File: config.mk
export PLATFORM = sky130hd
export DESIGN_NAME = branch_predict_unit
export DESIGN_NICKNAME = d
export VERILOG_FILES = /design/src/rtl/bpu_pkg.sv /design/src/rtl/sat_counter_table.sv /design/src/rtl/branch_predict_unit.sv
export SDC_FILE = /design/constraint.sdc
export NUM_CORES = 1
export LEC_CHECK = 0
export CORE_UTILIZATION = 35
export CTS_BUF_LIST = sky130_fd_sc_hd__clkbuf_4
export DETAILED_ROUTE_END_ITERATION = 7
export GPL_ROUTABILITY_DRIVEN = 0
export SKIP_CTS_REPAIR_TIMING = 1
export SKIP_LAST_GASP = 1
export SLEW_MARGIN = 15
export SYNTH_ARGS = -nofsm -noshare
export SYNTH_HDL_FRONTEND = slang
export SYNTH_SLANG_ARGS = --single-unit
File: constraint.sdc
create_clock -name clk -period 8.75 [get_ports clk]
set_input_delay 1.75 -clock clk [delete_from_list [all_inputs] [get_ports clk]]
set_output_delay 1.75 -clock clk [all_outputs]
set_load 0.01 [all_outputs]
File: src/rtl/bpu_pkg.sv
// Shared definitions for the branch prediction unit: control-flow type
// encodings, saturating-counter constants and the branch-outcome rule.
// Imported by sat_counter_table and branch_predict_unit.
package bpu_pkg;

    // Conditional branch type (branchE); 3'b111 is reserved and means "none".
    localparam logic [2:0] BR_NONE = 3'd0;
    localparam logic [2:0] BR_BEQ  = 3'd1;
    localparam logic [2:0] BR_BNE  = 3'd2;
    localparam logic [2:0] BR_BLT  = 3'd3;
    localparam logic [2:0] BR_BGE  = 3'd4;
    localparam logic [2:0] BR_BLTU = 3'd5;
    localparam logic [2:0] BR_BGEU = 3'd6;

    // Jump type (jumpE); 2'b11 is reserved and means "none".
    localparam logic [1:0] J_NONE  = 2'd0;
    localparam logic [1:0] J_JAL   = 2'd1;
    localparam logic [1:0] J_JALR  = 2'd2;

    // Counter reset value: weakly-not-taken, i.e. one below the MSB threshold.
    function automatic int unsigned ctr_init_val(input int unsigned w);
        return (32'd1 << (w - 1)) - 32'd1;
    endfunction

    // Smallest counter value that predicts taken (MSB set).
    function automatic int unsigned ctr_taken_thresh(input int unsigned w);
        return 32'd1 << (w - 1);
    endfunction

    function automatic logic is_jump(input logic [1:0] jmp);
        return (jmp == J_JAL) || (jmp == J_JALR);
    endfunction

    function automatic logic is_cond_br(input logic [2:0] br);
        return (br >= BR_BEQ) && (br <= BR_BGEU);
    endfunction

    // Resolved direction; a valid jump overrides any branch type.
    function automatic logic actual_taken(input logic [2:0] br,
                                          input logic [1:0] jmp,
                                          input logic       zero,
                                          input logic       lt,
                                          input logic       ltu);
        logic t;
        t = 1'b0;
        if (is_jump(jmp)) begin
            t = 1'b1;
        end else begin
            case (br)
                BR_BEQ:  t = zero;
                BR_BNE:  t = !zero;
                BR_BLT:  t = lt;
                BR_BGE:  t = !lt;
                BR_BLTU: t = ltu;
                BR_BGEU: t = !ltu;
                default: t = 1'b0;
            endcase
        end
        return t;
    endfunction

endpackage

File: src/rtl/sat_counter_table.sv
// Branch history table of CTR_W-bit saturating counters.
// Latency: combinational read of registered state; write lands on next clk edge.
// Backpressure: none, one read and one update accepted every cycle.
// Ports: clk, rst (async active-high, all entries -> weakly-not-taken);
//        i_rd_idx / o_rd_ctr read port; i_wr_en, i_wr_idx, i_wr_taken update port.
module sat_counter_table
    import bpu_pkg::*;
#(
    parameter int IDX_W = 4,
    parameter int CTR_W = 2
)(
    input  logic             clk,
    input  logic             rst,
    input  logic [IDX_W-1:0] i_rd_idx,
    output logic [CTR_W-1:0] o_rd_ctr,
    input  logic             i_wr_en,
    input  logic [IDX_W-1:0] i_wr_idx,
    input  logic             i_wr_taken
);

    localparam int               DEPTH    = 1 << IDX_W;
    localparam logic [CTR_W-1:0] CTR_INIT = CTR_W'(ctr_init_val(CTR_W));

    logic [CTR_W-1:0] r_ctr [DEPTH];
    logic [CTR_W-1:0] w_cur;

    assign w_cur    = r_ctr[i_wr_idx];
    // No bypass: a same-cycle update is seen by the reader one cycle later.
    assign o_rd_ctr = r_ctr[i_rd_idx];

    always_ff @(posedge clk or posedge rst) begin
        if (rst) begin
            for (int i = 0; i < DEPTH; i++) begin
                r_ctr[i] <= CTR_INIT;
            end
        end else if (i_wr_en) begin
            if (i_wr_taken && (w_cur != {CTR_W{1'b1}})) begin
                r_ctr[i_wr_idx] <= w_cur + CTR_W'(1);
            end else if (!i_wr_taken && (w_cur != {CTR_W{1'b0}})) begin
                r_ctr[i_wr_idx] <= w_cur - CTR_W'(1);
            end
        end
    end

endmodule

File: src/rtl/branch_predict_unit.sv
// Fetch-side branch predictor (bimodal BHT + tagged BTB) with execute-side resolution.
// Latency: fetch prediction and execute redirect are combinational; training lands on next clk edge.
// Backpressure: none, one lookup and one resolve per cycle; bubbles flagged by validE.
// Ports: pcF -> predTakenF/predTargetF (fetch lookup); validE, branchE, jumpE, zeroE, ltE, ltuE,
//        pcE, targetE, jalrTargetE, predTakenE, predTargetE -> redirectE/redirectPCE (resolve);
//        brCount/missCount saturating perf counters; clk, rst (async active-high).
// Build option BPU_GSHARE_EN: XORs a global history register into the BHT index
//        and adds ghrF (out) / ghrE (in, ghrF piped alongside predTakenE).
module branch_predict_unit
    import bpu_pkg::*;
#(
    parameter int XLEN   = 32,
    parameter int IDX_W  = 4,
    parameter int CTR_W  = 2,
    parameter int PERF_W = 16
)(
    input  logic              clk,
    input  logic              rst,
    input  logic [XLEN-1:0]   pcF,
    output logic              predTakenF,
    output logic [XLEN-1:0]   predTargetF,
    input  logic              validE,
    input  logic [2:0]        branchE,
    input  logic [1:0]        jumpE,
    input  logic              zeroE,
    input  logic              ltE,
    input  logic              ltuE,
    input  logic [XLEN-1:0]   pcE,
    input  logic [XLEN-1:0]   targetE,
    input  logic [XLEN-1:0]   jalrTargetE,
    input  logic              predTakenE,
    input  logic [XLEN-1:0]   predTargetE,
    output logic              redirectE,
    output logic [XLEN-1:0]   redirectPCE,
    output logic [PERF_W-1:0] brCount,
    output logic [PERF_W-1:0] missCount
`ifdef BPU_GSHARE_EN
    ,
    output logic [IDX_W-1:0]  ghrF,
    input  logic [IDX_W-1:0]  ghrE
`endif
);

    localparam int               DEPTH      = 1 << IDX_W;
    localparam int               TAG_W      = XLEN - IDX_W - 2;
    localparam logic [CTR_W-1:0] CTR_THRESH = CTR_W'(ctr_taken_thresh(CTR_W));

    // ---------------- index / tag split ----------------
    logic [IDX_W-1:0] w_idx_f, w_idx_e;
    logic [TAG_W-1:0] w_tag_f, w_tag_e;
    logic [IDX_W-1:0] w_bht_rd_idx, w_bht_wr_idx;

    assign w_idx_f = pcF[IDX_W+1:2];
    assign w_tag_f = pcF[XLEN-1:IDX_W+2];
    assign w_idx_e = pcE[IDX_W+1:2];
    assign w_tag_e = pcE[XLEN-1:IDX_W+2];

    // ---------------- execute resolution ----------------
    logic            w_jump, w_jalr, w_jal, w_cond, w_ctrl, w_train, w_taken;
    logic [XLEN-1:0] w_tgt_act, w_pce_plus4;

    assign w_jump      = is_jump(jumpE);
    assign w_jal       = (jumpE == J_JAL);
    assign w_jalr      = (jumpE == J_JALR);
    assign w_cond      = is_cond_br(branchE) && !w_jump;
    assign w_ctrl      = w_jump || w_cond;
    assign w_taken     = actual_taken(branchE, jumpE, zeroE, ltE, ltuE);
    assign w_tgt_act   = w_jalr ? jalrTargetE : targetE;
    assign w_pce_plus4 = pcE + XLEN'(4);
    // JALR targets are data-dependent, so only conditional branches and JAL train.
    assign w_train     = validE && (w_cond || w_jal);

    assign redirectE   = validE && ((w_taken != predTakenE) ||
                                    (w_taken && (predTargetE != w_tgt_act)));
    assign redirectPCE = (validE && w_taken) ? w_tgt_act : w_pce_plus4;

    // ---------------- global history (optional) ----------------
`ifdef BPU_GSHARE_EN
    logic [IDX_W-1:0] r_ghr;

    always_ff @(posedge clk or posedge rst) begin
        if (rst) begin
            r_ghr <= '0;
        end else if (w_train) begin
            r_ghr <= {r_ghr[IDX_W-2:0], w_taken};
        end
    end

    assign ghrF         = r_ghr;
    assign w_bht_rd_idx = w_idx_f ^ r_ghr;
    // Update with the history seen at lookup time, not the current one.
    assign w_bht_wr_idx = w_idx_e ^ ghrE;
`else
    assign w_bht_rd_idx = w_idx_f;
    assign w_bht_wr_idx = w_idx_e;
`endif

    // ---------------- BHT ----------------
    logic [CTR_W-1:0] w_ctr_f;

    sat_counter_table #(
        .IDX_W (IDX_W),
        .CTR_W (CTR_W)
    ) u_bht (
        .clk        (clk),
        .rst        (rst),
        .i_rd_idx   (w_bht_rd_idx),
        .o_rd_ctr   (w_ctr_f),
        .i_wr_en    (w_train),
        .i_wr_idx   (w_bht_wr_idx),
        .i_wr_taken (w_taken)
    );

    // ---------------- BTB ----------------
    logic             r_btb_vld [DEPTH];
    logic [TAG_W-1:0] r_btb_tag [DEPTH];
    logic [XLEN-1:0]  r_btb_tgt [DEPTH];
    logic             w_btb_we, w_hit_f;

    // Not-taken outcomes leave the entry alone so a loop exit keeps its target.
    assign w_btb_we = w_train && w_taken;

    always_ff @(posedge clk or posedge rst) begin
        if (rst) begin
            for (int i = 0; i < DEPTH; i++) begin
                r_btb_vld[i] <= 1'b0;
            end
        end else if (w_btb_we) begin
            r_btb_vld[w_idx_e] <= 1'b1;
        end
    end

    // Payload needs no reset: the cleared valid bit hides it.
    always_ff @(posedge clk) begin
        if (!rst && w_btb_we) begin
            r_btb_tag[w_idx_e] <= w_tag_e;
            r_btb_tgt[w_idx_e] <= w_tgt_act;
        end
    end

    assign w_hit_f     = r_btb_vld[w_idx_f] && (r_btb_tag[w_idx_f] == w_tag_f);
    assign predTakenF  = w_hit_f && (w_ctr_f >= CTR_THRESH);
    assign predTargetF = predTakenF ? r_btb_tgt[w_idx_f] : (pcF + XLEN'(4));

    // ---------------- performance counters ----------------
    logic [PERF_W-1:0] r_br_cnt, r_miss_cnt;

    always_ff @(posedge clk or posedge rst) begin
        if (rst) begin
            r_br_cnt   <= '0;
            r_miss_cnt <= '0;
        end else begin
            if (validE && w_ctrl && (r_br_cnt != {PERF_W{1'b1}})) begin
                r_br_cnt <= r_br_cnt + PERF_W'(1);
            end
            if (redirectE && (r_miss_cnt != {PERF_W{1'b1}})) begin
                r_miss_cnt <= r_miss_cnt + PERF_W'(1);
            end
        end
    end

    assign brCount   = r_br_cnt;
    assign missCount = r_miss_cnt;

endmodule

Yosys cells after proc, flatten, opt, wreduce, memory -nomap -nowiden
Memory sizes are Yosys's and may differ from the RTL's.
Cells that the tools add are included.
Storage, ports and cells
  bits in registers: 80
  latch bits: 0
  bits in writable memories: 928
  bits in read-only memories: 0
  input port bits: 172
  word-level logic and storage cells: 118
  memories kept: 2
Memories
  r_btb_tgt: depth 16, width 32, read ports 1, clocked after Yosys merged registers in 0, wr ports 1, line branch_predict_unit.sv:117  | logic [XLEN-1:0] r_btb_tgt [DEPTH];
  r_btb_tag: depth 16, width 26, read ports 1, clocked after Yosys merged registers in 0, wr ports 1, line branch_predict_unit.sv:116  | logic [TAG_W-1:0] r_btb_tag [DEPTH];
Operators by class
  $add $sub $neg: 6
  multiply operators: 0
  div/mod/pow operators: 0
  order comparisons: 6
  equality and inequality tests: 14
  shift operators: 0
  mux-type cells: 24
  bitwise logic cells: 3
  reduce and logical (&&, ||, !) cells: 29
Operators by type and width (number)
  2-to-1 mux 32 bit: 5
  adder 32 x 3 -> 32 bit, second input constant: 2
  bitwise mux 32 bit: 2
  adder 16 x 1 -> 16 bit, second input constant: 2
  inequality test 16 bit, second input constant: 2
  inequality test 32 bit: 1
  == test 26 bit: 1
  binary-select mux 2 bit (select 4 bit): 2
  logical AND 1 bit: 16
  OR 16 bit: 1
  >= comparator 5 bit, second input constant: 2
  2-to-1 mux 2 bit: 5
  NOT 4 -> 5 bit: 2
  == test 3 bit, second input constant: 3
  demux 2 bit (select 4 bit): 1
  == test 3 x 2 -> 1 bit, second input constant: 2
  logical NOT 1 bit: 6
  2-to-1 mux 1 bit: 6
  case mux 1 bit (6 select lines): 1
  < comparator 5 x 1 -> 1 bit, second input constant: 1
  binary-select mux 1 bit (select 4 bit): 1
  demux 1 bit (select 4 bit): 1
  logical OR 1 bit: 4
  nonzero test 2 bit: 2
  11 further kinds: 11

Depth between registers and ports, before layout
  depth after elaboration: 10
  gate-level depth with buffers: 14

Modules after synthesis
Synthesis repeated with hierarchy kept, for this count alone.
Second synthesis, totals
  cell total of the unflattened synthesis: 2229
  area total of the unflattened synthesis: 42714.7 um^2
Modules (own cells, without submodules)
  branch_predict_unit: instances 1, cells an instance 2086, area an instance 40711.5 um^2, sequential area each 29067.9 um^2
  sat_counter_table: instances 1, cells an instance 143, area an instance 2003.2 um^2, sequential area each 820.8 um^2

Least setup slack after synthesis
OpenSTA, ideal clock, no wires.
  path kind: input-to-reg
  from: in rst
  to: mem r_btb_tag[0][0] in the netlist's numbering, enable pin
  arrival: 6.696 ns
  data required time: 8.276 ns
  path slack: 1.580 ns
  cell stages on the path: 4
  path buffers: 1
  cell sequence: inv_1 > nand3_1 > clkbuf_1 > nor2_1
On the way
  word-level cells in the longest chain between the ends: 4
RTL lines
  start, declared: line branch_predict_unit.sv:18  | input logic rst,
  logical NOT 1 bit (no source line)
  logical AND 1 bit: line branch_predict_unit.sv:135  | if (!rst && w_btb_we) begin
  2-to-1 mux 1 bit: line branch_predict_unit.sv:135
  2-to-1 mux 1 bit (implied by the code): line branch_predict_unit.sv:136  | r_btb_tag[w_idx_e] <= w_tag_e;
  end, declared: line branch_predict_unit.sv:116
Every way passes these cells.

Final worst setup path
  from: in pcF[5]
  to: out predTakenF
On the way
  word-level cells in the longest chain between the ends: 6
RTL lines
  start, declared: line branch_predict_unit.sv:19  | input logic [XLEN-1:0] pcF,
  NOT 4 -> 5 bit (implied by the code): line sat_counter_table.sv:29, branch_predict_unit.sv:141
  binary-select mux 2 bit (select 4 bit) or binary-select mux 1 bit (select 4 bit) (tied branches): line sat_counter_table.sv:29, branch_predict_unit.sv:141
  2-to-1 mux 2 bit (implied by the code) or 2-to-1 mux 1 bit (tied branches) (2 in series): line sat_counter_table.sv:29, branch_predict_unit.sv:141
  >= comparator 2 bit or logical AND 1 bit (tied branches): line branch_predict_unit.sv:142, branch_predict_unit.sv:141
  logical AND 1 bit *: line branch_predict_unit.sv:142  | assign predTakenF = w_hit_f && (w_ctr_f >= CTR_THRESH);
  end, declared: line branch_predict_unit.sv:20  | output logic predTakenF,
Mark *: on every way between the ends. The rest lies on a longest branch, timed or not. The select of a mux whose other input is x is not followed.

==> flow_summary_export.csv <==
group,metric,value,unit
synthesis,ys_seq_elements,1008,
pwr,p_leak,16.63,nW
worst_setup_path,end_kind,"output pin",
grt,grt_max_degree,85,
routing,wirelength,131600,µm
grt,grt_first_pass_wirelength,185500,µm
sta,setup_tns,0,ns
worst_setup_path,timing.critical_path.from,"pcF[5]",
synthesis,synth-main-ff-cell,"edfxtp_1",
floorplan,chipWidth,349.1,µm
synthesis,yosysMostFrequentCell,"edfxtp_1",
synthesis,syn_area,42180,µm²
routing,ant_nets,0,
cells_and_area,drive_above_1_share,0.3007,
cells_and_area,utilization,0.4246,
worst_setup_path,crit_required,7.00,ns
sta,relSlewSlack,0.2088,
synthesis,synth_area_leaders,"edfxtp_1, mux4_2, dfrtp_1",
pwr,peakVddDrop,0.1244,mV
worst_setup_path,endpoint,"predTakenF",
grt,antenna_found_initial,8,
floorplan,die_h,349.1,µm
synthesis,synth_edf_count,928,
floorplan,ios,270,
sta,fmax,0.1244,GHz
placement,placed_cells,4045,
grt,use_met3,0.05770,
sta,fin_skew,0.02259,ns
clock_tree,clock_latency,1.12,ns
job,cap_violations,0,
synthesis,yosysUniqueCellTypes,65,
synthesis,async_flop_share,0.07937,
synthesis,syn_nets,2386,
outcome,status,"complete, no violations",
floorplan,core-area,118700,µm²
worst_setup_path,cp.arrival,6.29,ns
routing,viasPerCell,5.505,
floorplan,start_util,0.3553,
synthesis,yosysWarnings,0,
worst_hold_path,hold_start,"r_btb_vld[10]",
clock_tree,clock_path_buffers,4,
routing,vias,24700,
grt,grt_pass1_vias,25720,
worst_setup_path,reg2reg_to,"u_bht.r_ctr[5]",
clock_tree,clock_sinks,1008,
floorplan,num_rows,126,
worst_setup_path,start_kind,"primary input",
sta,period_minus_slack,8.037,ns
clock_tree,cts.clk_slew.worst_paths,0.07,ns
sta,grt_setup_unrepaired,"no",
clock_tree,cts_tree,"yes",
synthesis,yosysTopAreaCell,"edfxtp_1",
clock_tree,numCtsBuffers,275,
grt,grt_overflow_total,0,
synthesis,ys_top_cells_by_count,"edfxtp_1, mux4_2, xnor2_1",
grt,grt.met1_usage,0.3028,
sta,hold_viol,0,
routing,avgRoutedWirePerCell,29.34,µm
synthesis,synth_top_area_share,0.6607,
worst_setup_path,ff2ff_path_depth,10,
worst_setup_path,r2r_setup_slack,5.51,ns
clock_tree,cts_root_buffer,"clkbuf_4",
synthesis,syn_area_per_cell,19.14,µm²
worst_setup_path,cp_max_fo,55,
routing,drc,0,
grt,grt.total_usage,0.2158,
grt,grt.busiest_layer,"met2",
sta,post-route-period-util,0.9185,
cells_and_area,final_nets,2905,
worst_setup_path,worstSetupPathType,"primary input to output pin",
cells_and_area,area_growth,19.51,%
synthesis,ys_seq_area_frac,0.7087,
placement,hpwl,84380,µm
floorplan,die-area,121900,µm²
routing,drt_first_pass_iters,6,
pwr,cellPowerDensity,212.9,nW/µm²
sta,finalSetupViolCount,0,
grt,met2_usage,0.3289,
cells_and_area,fin_cells,4486,
placement,portBuffers,269,
routing,drt_iter0_drc,2710,
synthesis,syn_inst,2203,
sta,worst_slew_pin_slew,1.154,ns
clock_tree,h-tree-depth,5,
worst_hold_path,hold_path.class,"flip-flop to flip-flop",
sta,drv_slew,0,
==> routing by layer <==
metal / wire length (µm) / vias up
met3: 13340 / 207
met1: 55360 / 12950
met2: 60260 / 1408
met5: 12 / -
met4: 2655 / 2
li1: - / 10130
==> logic make-up (layout without fill, tap and decap cells) <==
| family | count (synthesis) | count (layout) | synth area share |
|---|---|---|---|
| adder cells (fa/ha/maj) | 11 | 11 | 0.003263 |
| multiplexers | 420 | 420 | 0.1808 |
| flip-flops | 1008 | 1008 | 0.7087 |
| other | 0 | 9 | 0 |
| buffers and inverters | 145 | 819 | 0.01480 |
| AND/OR/NAND/NOR | 337 | 337 | 0.04049 |
| AO/OA/AOI/OAI | 130 | 130 | 0.02044 |
| XOR/XNOR | 152 | 152 | 0.03157 |
==> flip-flops by register name, indices dropped and copies added, names as in the netlist, named ones only <==
register / flops
r_btb_vld: 16
r_btb_tag: 416
r_btb_tgt: 512
brCount: 16
u_bht.r_ctr: 16
missCount: 16
==> how the worst min path moves through the flow <==
stage / to / slack (ns) / cells after the start
5_1_grt: r_btb_vld[2] / 0.49 / 1
4_1_cts: r_btb_vld[14] / 0.48 / 1
2_1_floorplan: r_btb_vld[14] / 0.43 / 1
3_3_place_gp: r_btb_vld[14] / 0.46 / 1
3_5_place_dp: r_btb_vld[14] / 0.46 / 1
6_report: r_btb_vld[10] / 0.48 / 1
==> critical path: stages <==
cell	delay, ns
buf_4	0.77
buf_4	0.46
mux4_2	0.35
mux2i_1	0.42
xnor2_1	0.13
a21oi_1	0.27
nand2_1	0.10
or3b_2	0.49
nor4_1	0.71
buf_4	0.22
clkdlybuf4s50_1	0.53
==> cells in the final DEF, fill, tap and decap left out, types with 4 or more instances in the layout <==
master | synthesis | final
nand4_1 | 40 | 40
o21bai_1 | 16 | 16
mux2_2 | 74 | 74
buf_4 | 4 | 89
edfxtp_1 | 928 | 928
xnor2_1 | 95 | 94
a21oi_1 | 43 | 43
dfrtp_1 | 64 | 64
clkbuf_4 | 0 | 376
nand2b_1 | 4 | 4
nor3_1 | 8 | 8
o21ai_0 | 14 | 14
ha_1 | 11 | 10
a31oi_1 | 5 | 5
diode_2 | 0 | 9
mux2i_1 | 54 | 54
nand3b_1 | 4 | 4
clkinv_2 | 0 | 5
inv_1 | 26 | 25
nand2_1 | 76 | 75
and4_1 | 8 | 8
nor2_4 | 0 | 16
clkdlybuf4s50_1 | 0 | 265
nor2_1 | 78 | 62
nor2b_1 | 12 | 12
and2_1 | 10 | 10
clkinv_1 | 2 | 46
bufinv_16 | 0 | 5
dfstp_2 | 16 | 16
a22oi_1 | 14 | 14
mux4_2 | 263 | 263
nand3_1 | 54 | 53
mux2_1 | 29 | 29
and3_1 | 20 | 20
nor4_1 | 10 | 10
xor2_1 | 57 | 57
==> cell type report <==
class                   instances  area, µm²
fillers                     10410      68310
flip-flops and latches       1008      29890
multi-input cells            1050      11800
repair buffers                359       3411
clock buffers                 376       2823
well taps                    1600       2002
clock inverters                56      351.6
inverters                      28      106.4
diodes                          9      22.52
==> power breakdown <==
group          switching, mW  total, mW  leakage (nW)  internal (mW)
combinational          0.662       1.19          5.40          0.528
sequential             0.120       5.56          9.33           5.44
clock                   1.87       3.98          1.90           2.11
total                   2.65       10.7          16.6           8.08
==> metrics by stage <==
step | total power, mW | cell area [µm²] | worst slack, ns | hold WS (ns)
6_report | 10.73 | 50400 | 0.7133 | 0.4824
5_1_grt | 11.13 | 50390 | 0.7076 | 0.4880
4_1_cts | 10.80 | 50370 | 0.7665 | 0.4799
3_5_place_dp | 6.833 | 47200 | 0.7716 | 0.4614
3_3_place_gp | 6.803 | 47200 | 0.8720 | 0.4569
2_1_floorplan | 6.239 | 42180 | 1.580 | 0.4349
No activity file was read; power rests on OpenSTA's default activity.
